===== config.mk =====
export PLATFORM = sky130hd
export DESIGN_NAME = frame_pixel_serializer_flat
export DESIGN_NICKNAME = d
export VERILOG_FILES = /design/src/rtl/frame_pixel_serializer_pkg.sv /design/src/rtl/frame_pixel_serializer_if.sv /design/src/rtl/frame_pixel_serializer_raster_counter.sv /design/src/rtl/frame_pixel_serializer.sv /design/src/flat_wrapper.sv
export SDC_FILE = /design/constraint.sdc
export NUM_CORES = 1
export LEC_CHECK = 0
export BUFFER_PORTS_ARGS = -buffer_cell sky130_fd_sc_hd__buf_2
export CAP_MARGIN = 0
export CORE_MARGIN = 8
export CORE_UTILIZATION = 40
export CTS_BUF_LIST = sky130_fd_sc_hd__clkbuf_8
export CTS_CLUSTER_DIAMETER = 50
export DETAILED_ROUTE_END_ITERATION = 8
export PLACE_DENSITY = 0.63
export SETUP_SLACK_MARGIN = 0.5
export SYNTH_ARGS = -nofsm -noshare
export SYNTH_HDL_FRONTEND = slang
export SYNTH_SLANG_ARGS = --single-unit

===== constraint.sdc =====
create_clock -name clk -period 9.07 [get_ports clk]
set_input_delay 0.907 -clock clk [delete_from_list [all_inputs] [get_ports clk]]
set_output_delay 0.907 -clock clk [all_outputs]
set_load 0.02 [all_outputs]

===== src/rtl/frame_pixel_serializer_pkg.sv =====
`default_nettype none
// ============================================================================
// Package : img_pkg
// Frame geometry, pixel and frame types and the FSM state type.
// Shared by the frame filters, this serializer and their benches.
// Revision: 1.0  initial release
// ============================================================================
package img_pkg;

  localparam int R_I = 5;
  localparam int C_I = 5;
  localparam int W_I = 8;

  // A 1-row or 1-column frame still gets a 1-bit counter.
  localparam int ROW_W = (R_I > 1) ? $clog2(R_I) : 1;
  localparam int COL_W = (C_I > 1) ? $clog2(C_I) : 1;

  typedef logic unsigned [W_I-1:0] pixel_t;
  typedef pixel_t [R_I-1:0][C_I-1:0] img_t;

  typedef enum logic [0:0] {
    IDLE   = 1'b0,
    STREAM = 1'b1
  } state_t;

endpackage
`default_nettype wire


===== src/rtl/frame_pixel_serializer_if.sv =====
`default_nettype none
// ============================================================================
// Interface : frame_pixel_serializer_if
// Pixel stream with valid/ready handshake and raster position flags.
// Revision: 1.0  initial release
// ============================================================================
interface frame_pixel_serializer_if;
  import img_pkg::*;

  pixel_t pix_data;
  logic   pix_valid;
  logic   pix_ready;
  logic   pix_sof;
  logic   pix_eol;
  logic   pix_eof;

  modport master (
    output pix_data,
    output pix_valid,
    output pix_sof,
    output pix_eol,
    output pix_eof,
    input  pix_ready
  );

  modport slave (
    input  pix_data,
    input  pix_valid,
    input  pix_sof,
    input  pix_eol,
    input  pix_eof,
    output pix_ready
  );

endinterface
`default_nettype wire


===== src/rtl/frame_pixel_serializer_raster_counter.sv =====
`default_nettype none
// ============================================================================
// Module  : raster_counter
// Row/column position counter walking a frame in raster order.
// Revision: 1.0  initial release
// ============================================================================
module raster_counter #(
  parameter  int R_I   = 5,
  parameter  int C_I   = 5,
  localparam int ROW_W = (R_I > 1) ? $clog2(R_I) : 1,
  localparam int COL_W = (C_I > 1) ? $clog2(C_I) : 1
) (
  input  logic             clk,
  input  logic             rstn,
  input  logic             cen,
  input  logic             clear,
  input  logic             step,
  output logic [ROW_W-1:0] row,
  output logic [COL_W-1:0] col,
  output logic             last_col,
  output logic             last
);

  logic [ROW_W-1:0] row_q, row_d;
  logic [COL_W-1:0] col_q, col_d;

  assign row      = row_q;
  assign col      = col_q;
  assign last_col = (col_q == COL_W'(C_I - 1));
  assign last     = last_col && (row_q == ROW_W'(R_I - 1));

  always_comb begin
    row_d = row_q;
    col_d = col_q;
    if (clear) begin
      row_d = '0;
      col_d = '0;
    end else if (step) begin
      if (last_col) begin
        col_d = '0;
        // Stepping past the final pixel wraps back to the frame origin.
        row_d = last ? '0 : row_q + ROW_W'(1);
      end else begin
        col_d = col_q + COL_W'(1);
      end
    end
  end

  always_ff @(posedge clk) begin
    if (!rstn) begin
      row_q <= '0;
      col_q <= '0;
    end else if (cen) begin
      row_q <= row_d;
      col_q <= col_d;
    end
  end

endmodule
`default_nettype wire


===== src/rtl/frame_pixel_serializer.sv =====
`default_nettype none
// ============================================================================
// Module  : frame_pixel_serializer
// Loads a whole frame in parallel and streams it out one pixel per transfer.
// Revision: 1.0  initial release
// ============================================================================
module frame_pixel_serializer
  import img_pkg::*;
(
  input  logic                     clk,
  input  logic                     rstn,
  input  logic                     cen,
  input  logic                     frame_valid,
  output logic                     frame_ready,
  input  img_t                     img,
  frame_pixel_serializer_if.master pix,
  output logic                     busy,
  output logic                     overrun
);

  state_t           state_q, state_d;
  img_t             frame_q, frame_d;
  logic             frame_ready_q, frame_ready_d;
  logic             overrun_q, overrun_d;

  logic             accept;
  logic             xfer;
  logic             cnt_clear;
  logic             cnt_step;
  logic [ROW_W-1:0] row;
  logic [COL_W-1:0] col;
  logic             last_col;
  logic             last;

  raster_counter #(
    .R_I (R_I),
    .C_I (C_I)
  ) u_raster_counter (
    .clk      (clk),
    .rstn     (rstn),
    .cen      (cen),
    .clear    (cnt_clear),
    .step     (cnt_step),
    .row      (row),
    .col      (col),
    .last_col (last_col),
    .last     (last)
  );

  // cen gating lives in the flops, so these only describe intent.
  assign accept = frame_valid && frame_ready_q;
  assign xfer   = pix.pix_valid && pix.pix_ready;

  always_comb begin
    state_d   = state_q;
    frame_d   = frame_q;
    overrun_d = overrun_q | (frame_valid && busy);
    cnt_clear = 1'b0;
    cnt_step  = 1'b0;
    case (state_q)
      IDLE: begin
        if (accept) begin
          state_d   = STREAM;
          frame_d   = img;
          cnt_clear = 1'b1;
        end
      end
      STREAM: begin
        cnt_step = xfer;
        if (xfer && last) begin
          state_d = IDLE;
        end
      end
      default: state_d = IDLE;
    endcase
    frame_ready_d = (state_d == IDLE);
  end

  always_ff @(posedge clk) begin
    if (!rstn) begin
      state_q       <= IDLE;
      frame_ready_q <= 1'b1;
      overrun_q     <= 1'b0;
    end else if (cen) begin
      state_q       <= state_d;
      frame_ready_q <= frame_ready_d;
      overrun_q     <= overrun_d;
    end
  end

  // Frame storage is deliberately not reset; it is only read while streaming.
  always_ff @(posedge clk) begin
    if (rstn && cen) begin
      frame_q <= frame_d;
    end
  end

  assign frame_ready   = frame_ready_q;
  assign overrun       = overrun_q;
  assign busy          = (state_q == STREAM);

  assign pix.pix_valid = busy;
  assign pix.pix_data  = busy ? frame_q[row][col] : '0;
  assign pix.pix_sof   = busy && (row == '0) && (col == '0);
  assign pix.pix_eol   = busy && last_col;
  assign pix.pix_eof   = busy && last;

endmodule
`default_nettype wire

===== src/flat_wrapper.sv =====
// flat-port wrapper written by rule: the top's interface ports become plain ports
module frame_pixel_serializer_flat import img_pkg::*;
  (clk, rstn, cen, frame_valid, frame_ready, img, busy, overrun, pix_pix_data, pix_pix_valid, pix_pix_sof, pix_pix_eol, pix_pix_eof, pix_pix_ready);
  frame_pixel_serializer_if pix_i ();
  input  logic clk;
  input  logic rstn;
  input  logic cen;
  input  logic frame_valid;
  output logic frame_ready;
  input  img_t img;
  output logic busy;
  output logic overrun;
  output wire logic [$bits(pix_i.pix_data)-1:0] pix_pix_data;
  output wire logic [$bits(pix_i.pix_valid)-1:0] pix_pix_valid;
  output wire logic [$bits(pix_i.pix_sof)-1:0] pix_pix_sof;
  output wire logic [$bits(pix_i.pix_eol)-1:0] pix_pix_eol;
  output wire logic [$bits(pix_i.pix_eof)-1:0] pix_pix_eof;
  input wire logic [$bits(pix_i.pix_ready)-1:0] pix_pix_ready;
  assign pix_pix_data = pix_i.pix_data;
  assign pix_pix_valid = pix_i.pix_valid;
  assign pix_pix_sof = pix_i.pix_sof;
  assign pix_pix_eol = pix_i.pix_eol;
  assign pix_pix_eof = pix_i.pix_eof;
  assign pix_i.pix_ready = pix_pix_ready;
  frame_pixel_serializer u_core (.clk(clk), .rstn(rstn), .cen(cen), .frame_valid(frame_valid), .frame_ready(frame_ready), .img(img), .pix(pix_i), .busy(busy), .overrun(overrun));
endmodule

# Word level (Yosys, flattened, before mapping)

Cells that the tools add are included.

Word-level logic and storage cells: 73
Output and inout bits: 15
Bits of input ports: 205
Flip-flop bits (word level): 209

Add/subtract/negate cells: 2
Bitwise operators: 3
Reductions and logical operators: 17
Equal/unequal tests: 2
Order comparisons: 2
Muxes and demuxes: 17

Operator list:

| cell                                                                         | count |
|---|---|
| 40-bit binary-select mux with 3-bit select                                   | 1 |
| 40-bit two-way mux                                                           | 1 |
| 8-bit binary-select mux with 3-bit select                                    | 1 |
| 3-bit two-way mux                                                            | 7 |
| 8-bit two-way mux                                                            | 2 |
| 1-bit logical AND                                                            | 10 |
| 3-bit by 4-bit less-than comparator with 1-bit output, second input constant | 2 |
| 3-bit by 1-bit adder with 3-bit output, second input constant                | 2 |
| 3-bit == test, second input constant                                         | 2 |
| 3-bit zero test                                                              | 2 |
| 3-bit AND reduction                                                          | 2 |
| 1-bit two-way mux                                                            | 4 |
| 2-bit nonzero test                                                           | 2 |
| 1-bit NOT                                                                    | 2 |
| 1-bit one-hot mux with 2 select lines                                        | 1 |
| 2-bit AND reduction                                                          | 1 |
| 1-bit bitwise OR                                                             | 1 |

# Depth between registers and ports, before layout

Gate-level depths: netlist (run 1).

Depth after elaboration: 6
Depth in mapped cells: 11
Gate-level depth less buffers: 7

# By module

Synthesis (run 1) repeated with hierarchy kept, for this count alone.

Cell total of the unflattened synthesis: 541
Area, all modules: 8657.1 um2

By module, submodules not included:

| module                 | seq. area each (um2) | area each (um2) | instances | cells an instance |
|---|---|---|---|---|
| frame_pixel_serializer | 6065.8               | 8290.5          | 1         | 498 |
| raster_counter         | 120.1                | 366.6           | 1         | 43 |

# Worst setup path after synthesis (run 1)

No wires, ideal clock.

Path kind: input-to-reg
Start point: in frame_valid
End point: reg u_core.frame_q[0] (netlist bit) (enable)
Path buffers: 1
Library setup time: 0.587 ns
Data arrival time: 5.893 ns
Data required time: 8.483 ns
Slack: 2.590 ns
Stages: 3
Cells stage by stage: and3b_1 -> clkbuf_1 -> and3_1

Cells in the longest elaborated chain, start to end: 2

RTL lines:

| item                          | RTL line                     | source |
|---|---|---|
| start: declaration            | flat_wrapper.sv:8            | `input logic frame_valid;` |
| 1-bit logical AND             | frame_pixel_serializer.sv:51 | `assign accept = frame_valid && frame_ready_q;` |
| 3-bit AND reduction (no line) | --                           |  |
| end signal: assignment        | frame_pixel_serializer.sv:94 | `frame_q <= frame_d;` |
| end: declaration              | frame_pixel_serializer.sv:22 | `img_t frame_q, frame_d;` |

No other way between the ends.
A chain may end at the register's enable or synchronous reset.

# Worst setup path after layout (run 1)

Start point: reg u_core.u_raster_counter.row_q[0] (netlist: u_core.u_raster_counter.row[0])
End point: out pix_pix_data[0]

Cells in the longest elaborated chain, start to end: 5

RTL lines:

| item                                       | RTL line                                    | source |
|---|---|---|
| start: declaration                         | frame_pixel_serializer_raster_counter.sv:24 | `logic [ROW_W-1:0] row_q, row_d;` |
| start signal: assignment                   | frame_pixel_serializer_raster_counter.sv:54 | `row_q <= row_d;` |
| 40-bit binary-select mux with 3-bit select | frame_pixel_serializer.sv:103               | `assign pix.pix_data = busy ? frame_q[row][col] : '0;` |
| 40-bit two-way mux (implied by the code)   | frame_pixel_serializer.sv:103               |  |
| 8-bit binary-select mux with 3-bit select  | frame_pixel_serializer.sv:103               |  |
| 8-bit two-way mux (implied by the code)    | frame_pixel_serializer.sv:103               |  |
| 8-bit two-way mux                          | frame_pixel_serializer.sv:103               |  |
| end: declaration                           | flat_wrapper.sv:13                          | `output wire logic [$bits(pix_i.pix_data)-1:0] pix_pix_data;` |

No other way between the ends. The select of a mux whose other input is x is not followed.

==> results.tsv, run 1 <==
stage	metric	value	unit
run_status	outcome	finished, final reports clean	
cts	htreeDepth	2	
synth	synth_seq_cells	209	
cells_and_area	drive_above_1_share	40.6	%
timing	max_slew_margin	27.2	%
synth	avgSynthCellArea	18.0	um2
global_route	first_global_vias	5624	
synth	synth_most_common_cell	edfxtp_1	
setup_path	cp.required	8.16	ns
synth	yosys.cell_types.count	52	
job	maxCapViolCount	0	
timing	rsz0062_at_grt	false	
setup_path	rrSetupSlack	6.36	ns
cts	clock-sinks	209	
placed_design	dp_cells	940	
min_path	min_to	u_core.overrun	
power_and_ir_drop	p_seq_share	54.7	%
power_and_ir_drop	p_per_area	194	mW/mm2
floorplan	dieWidth	162	um
cells_and_area	fillers	1824	
timing	final.period_utilization	48.9	%
power_and_ir_drop	p_total	2.02	mW
setup_path	start_kind	flip-flop	
timing	period_needed	4.43	ns
synth	synth_area_leaders	edfxtp_1, mux2i_1, mux4_2	
setup_path	crit_path_end_kind	primary output	
synth	netlist_instances	470	
cts	postCtsSetupBuffers	0	
floorplan	die_h	162	um
synth	synth_area	0.00847	mm2
drt	vias	5116	
cts	numCtsBuffers	36	
timing	hold_violations	0	
timing	setup_tns	0	ns
cells_and_area	instances_no_fill	1003	
floorplan	start_util	40.5	%
synth	synth_edf_count	200	
cells_and_area	fin_util	49.9	%
cts	tritoncts	yes	
cts	cts-root-buf	clkbuf_8	
setup_path	reg2reg_from	u_core.busy	
drt	firstDrtPassIters	4	
floorplan	core_area	0.0209	mm2
global_route	grt_first_pass_wirelength	31500	um
drt	vias_per_cell	5.10	
floorplan	ios	220	
synth	synth-main-ff-cell	edfxtp_1	
placed_design	dpl.hpwl	15600	um
synth	synth_top_area_share	70.9	%
drt	drt-total-wl	21300	um
min_path	whs_path_depth	2	
placed_design	gp_congestion	0.777	
drt	drtIter0Drc	337	
power_and_ir_drop	p_sw	452	uW
drt	met3WireLength	1380	um
setup_path	crit_type	reg -> out	
synth	synth_top_area_cell	edfxtp_1	
cells_and_area	area_growth	23.0	%
floorplan	rows	53	
synth	syn_nets	679	
drt	post_drt_wl_per_cell	21.2	um
drt	highest_layer	met4	
setup_path	worstRegToRegCells	3	
power_and_ir_drop	combinationalPowerShare	7.6	%
timing	fmax	0.226	GHz
cells_and_area	layout.nets	912	
drt	wl_met2	10300	um
power_and_ir_drop	sw_frac_of_total	22.4	%
setup_path	r2r_end	u_core.frame_q[109]	
drt	wl_met1	9120	um
global_route	grt_max_degree	90	
power_and_ir_drop	p_leak	3.78	nW
synth	synthArstFlopShare	0	%
setup_path	cp.arrival	3.53	ns
cts	hold_buffers	0	
power_and_ir_drop	internal_power	1.57	mW
cts	cts.clk_slew.worst_paths	0.06	ns
timing	drv_slew	0	
min_path	hold_path.class	reg -> reg	
drt	drc	0	
cts	clock_latency	0.51	ns
synth	synth_common_cells	edfxtp_1, mux2i_1, nand2_1	
cts	cts_resized	0	
setup_path	crit_start	u_core.u_raster_counter.row[0]	
synth	yosysWarningCount	0	
placed_design	place.port_buffers	219	
drt	drtAntennaViolNets	0	
timing	tightest_slew	1.09	ns
global_route	grt_overflow	0	
min_path	worstHoldStart	u_core.overrun	
floorplan	die-area	0.0261	mm2
cts	clock_path_buffers	3	
power_and_ir_drop	ir_drop	0.0975	mV
setup_path	path_max_fanout	54	
timing	setup_viol	0	
global_route	antenna_found_initial	2	
global_route	grt_usage	15.8	%
synth	synth_seq_area_share	73.0	%
power_and_ir_drop	power_frac_clock	37.7	%
timing	clock_skew	0.00837	ns
power by group through the flow:
stage | sequential [mW] | clock (mW) | combinational [mW]
finish | 1.11 | 0.763 | 0.153
global placement | 1.13 | 0 | 0.151
CTS | 1.11 | 0.786 | 0.155
floorplan | 1.12 | 0 | 0.0879
global route | 1.11 | 0.832 | 0.166
detailed placement | 1.13 | 0 | 0.154
layer usage:
metal	vias up	GRT usage [%]
met3	31	4.50
met1	2481	20.3
li1	2397	-
met4	0	6.19
met2	207	25.0
met5	-	0
stage by stage:
stage          hold slack (ns)  instance area, um2  worst slack [ns]
2_1_floorplan            0.565                8470              2.59
3_3_place_gp             0.468                9770              5.21
3_5_place_dp             0.482                9770              5.17
4_1_cts                  0.499               10400              4.60
5_1_grt                  0.514               10400              4.46
6_report                 0.494               10400              4.64
cell families after synthesis:
| logic type | count (synthesis) | share of synthesized area, % |
|---|---|---|
| xor gates and xnor gates | 2 | 0.207 |
| adders and majority gates | 4 | 0.591 |
| muxes | 73 | 12.5 |
| AOI/OAI and AO/OA | 85 | 7.16 |
| and+or+nand+nor | 64 | 4.09 |
| buffers and inverters | 33 | 2.36 |
| DFF | 209 | 73.0 |
layout make-up:
class / instances / area, um2 / share of cell area, %
tap: 275 / 344 / 3.30
clock inverter: 21 / 96.3 / 0.924
sequential: 209 / 6190 / 59.4
clock buffer: 40 / 551 / 5.28
antenna: 2 / 5.00 / 0.0480
inverter: 5 / 18.8 / 0.180
multi-input combinational: 228 / 2090 / 20.0
timing repair buffer: 223 / 1130 / 10.8
critical path: stages (launching register included):
cell	delay, ns
dfxtp_4	0.46
buf_4	0.75
mux4_1	0.66
and3_1	0.19
a221oi_1	0.54
o21ai_1	0.16
buf_2	0.21
placed cells by master, fill, tap and decap left out, drive strengths merged, types with 2 or more instances in the layout:
cell type  count
a22oi          8
nor4           2
o211ai         8
and3          10
mux2           5
mux2i         45
ha             4
nor2           7
nand2b         2
buf          223
xnor2          2
a2bb2oi        7
nor2b          3
o21ai         13
nand2         22
nor4b          2
dfxtp          9
a21boi         3
nand4          2
nor3           5
mux4          23
o21a           7
diode          2
a21oi          9
o22ai          7
and4           2
and2           3
inv           15
a31oi          3
clkbuf        40
edfxtp       200
clkinv        10
a211oi         8
a221oi         7
flip-flops by register name, summed over array words and instances (netlist names):
name	flops
u_core.frame_q	200
u_core.u_raster_counter.col	3
u_core.u_raster_counter.row	3
u_core.busy	1
u_core.frame_ready	1
u_core.overrun	1
worst max-delay path by stage:
stage | depth (start not counted) | end
2_1_floorplan | 3 | u_core.frame_q[0]
3_3_place_gp | 6 | pix_pix_data[0]
3_5_place_dp | 6 | pix_pix_data[0]
4_1_cts | 6 | pix_pix_data[0]
5_1_grt | 6 | pix_pix_data[0]
6_report | 6 | pix_pix_data[0]
(Power assumes the default switching activity.)
==> run 2: changes to the inputs <==
==> constraint.sdc (replaced) <==
create_clock -name clk -period 4.5 [get_ports clk]
set_input_delay 0.45 -clock clk [delete_from_list [all_inputs] [get_ports clk]]
set_output_delay 0.45 -clock clk [all_outputs]
set_load 0.02 [all_outputs]
==> results.tsv, run 2 (same netlist as run 1, synthesis figures left out) <==
stage	metric	value	unit
run_status	outcome	finished, final reports clean	
timing	timing.final.ws_setup	0.997	ns
cells_and_area	largest_reg_flops	200	
placed_design	dpl.hpwl	15800	um
cells_and_area	stdcell_area	0.0105	mm2
cells_and_area	instances_no_fill	1007	
cts	cts.clk_slew.worst_paths	0.06	ns
drt	drtAntennaViolNets	0	
setup_path	path_max_fanout	35	
setup_path	crit_type	reg -> out	
setup_path	cp.arrival	3.05	ns
min_path	hold_path.class	in -> reg	
cells_and_area	area_growth	23.5	%
timing	drv_slew	0	
cells_and_area	n_antenna_cell	0	
power_and_ir_drop	ir_drop	0.270	mV
cts	numCtsBuffers	36	
global_route	antenna_found_initial	0	
setup_path	crit_path_end_kind	primary output	
floorplan	start_util	40.5	%
drt	post_drt_wl_per_cell	21.4	um
setup_path	start_kind	flip-flop	
timing	period_needed	3.50	ns
drt	drt-total-wl	21600	um
cells_and_area	fillers	1800	
timing	fmax	0.285	GHz
floorplan	ios	220	
cts	tritoncts	yes	
setup_path	cp.required	4.05	ns
job	maxCapViolCount	0	
placed_design	place_area	0.00980	mm2
placed_design	place.port_buffers	219	
timing	setup_tns	0	ns
global_route	first_global_vias	5481	
timing	rsz0062_at_grt	false	
cts	cts_resized	0	
timing	setup_viol	0	
floorplan	die-area	0.0261	mm2
drt	vias	5151	
floorplan	dieWidth	162	um
floorplan	core_area	0.0209	mm2
placed_design	gp_congestion	0.790	
timing	max_slew_margin	37.1	%
timing	tightest_slew	0.943	ns
cts	htreeDepth	2	
placed_design	pre_cts_slack	1.51	ns
power_and_ir_drop	p_leak	3.83	nW
global_route	grt_usage	16.2	%
cts	postCtsSetupBuffers	0	
cells_and_area	regArea	0.00619	mm2
floorplan	die_h	162	um
global_route	grt_first_pass_wirelength	32200	um
timing	final.period_utilization	77.8	%
cells_and_area	multi_input_area	0.00209	mm2
timing	clock_skew	0.0158	ns
cells_and_area	layout_common_cells	buf_2, edfxtp_1, mux2i_1, clkbuf_8, nand2_1	
floorplan	rows	53	
cells_and_area	layout.nets	914	
cells_and_area	fin_util	50.1	%
cts	clock_path_buffers	3	
cts	cts-root-buf	clkbuf_8	
cells_and_area	regMostFlops	u_core.frame_q	
global_route	grt_overflow	0	
power_and_ir_drop	p_total	4.11	mW
cells_and_area	drive_above_1_share	40.4	%
cells_and_area	final_common_cell	buf_2	
drt	firstDrtPassIters	5	
drt	vias_per_cell	5.12	
timing	hold_violations	0	
global_route	grt_max_degree	82	
drt	drtIter0Drc	419	
cts	hold_buffers	0	
placed_design	dp_cells	942	
cts	clock_latency	0.51	ns
power_and_ir_drop	p_per_area	393	mW/mm2
timing	timing.hold.ws	0.107	ns
drt	drc	0	
cts	clock-sinks	209	
[run 2: path summary, 6_finish.rpt]
kind | slack [ns] | from | cells past startpoint | to
worst min-delay path | 0.11 | img[64] | 1 | u_core.frame_q[64]
worst max-delay path | 1.0 | u_core.u_raster_counter.row[0] | 6 | pix_pix_data[6]
worst min register to register | 0.50 | u_core.overrun | 2 | u_core.overrun
worst max register to register | 1.83 | u_core.busy | 3 | u_core.frame_q[68]
[run 2: critical path: stages (launching register included)]
cell and delay (ns):
dfxtp_4 0.74, buf_4 0.55, mux2_1 0.39, a311oi_2 0.26, o211ai_1 0.12, a32o_1 0.26, buf_2 0.17
[run 2: power breakdown]
group | leakage (nW) | internal (mW) | total [mW] | switching, mW
clock | 0.398 | 0.831 | 1.57 | 0.736
combinational | 1.53 | 0.150 | 0.304 | 0.154
sequential | 1.90 | 2.20 | 2.24 | 0.0382
[run 2: layout make-up]
type	instances	share of cell area [%]
Sequential cell	209	59.2
Multi-Input combinational cell	228	20.0
Tap cell	275	3.29
Clock buffer	37	4.87
Timing Repair Buffer	225	11.0
Clock inverter	28	1.48
Inverter	5	0.179
[run 2: routing by layer]
layer	wire length, um	track usage, %	vias to the layer above	share of wire [%]
met5	0	0	-	0
li1	-	-	2403	-
met2	10100	24.7	228	47
met1	9220	21.2	2482	43
met4	628	7.24	0	2.9
met3	1600	4.53	38	7.4
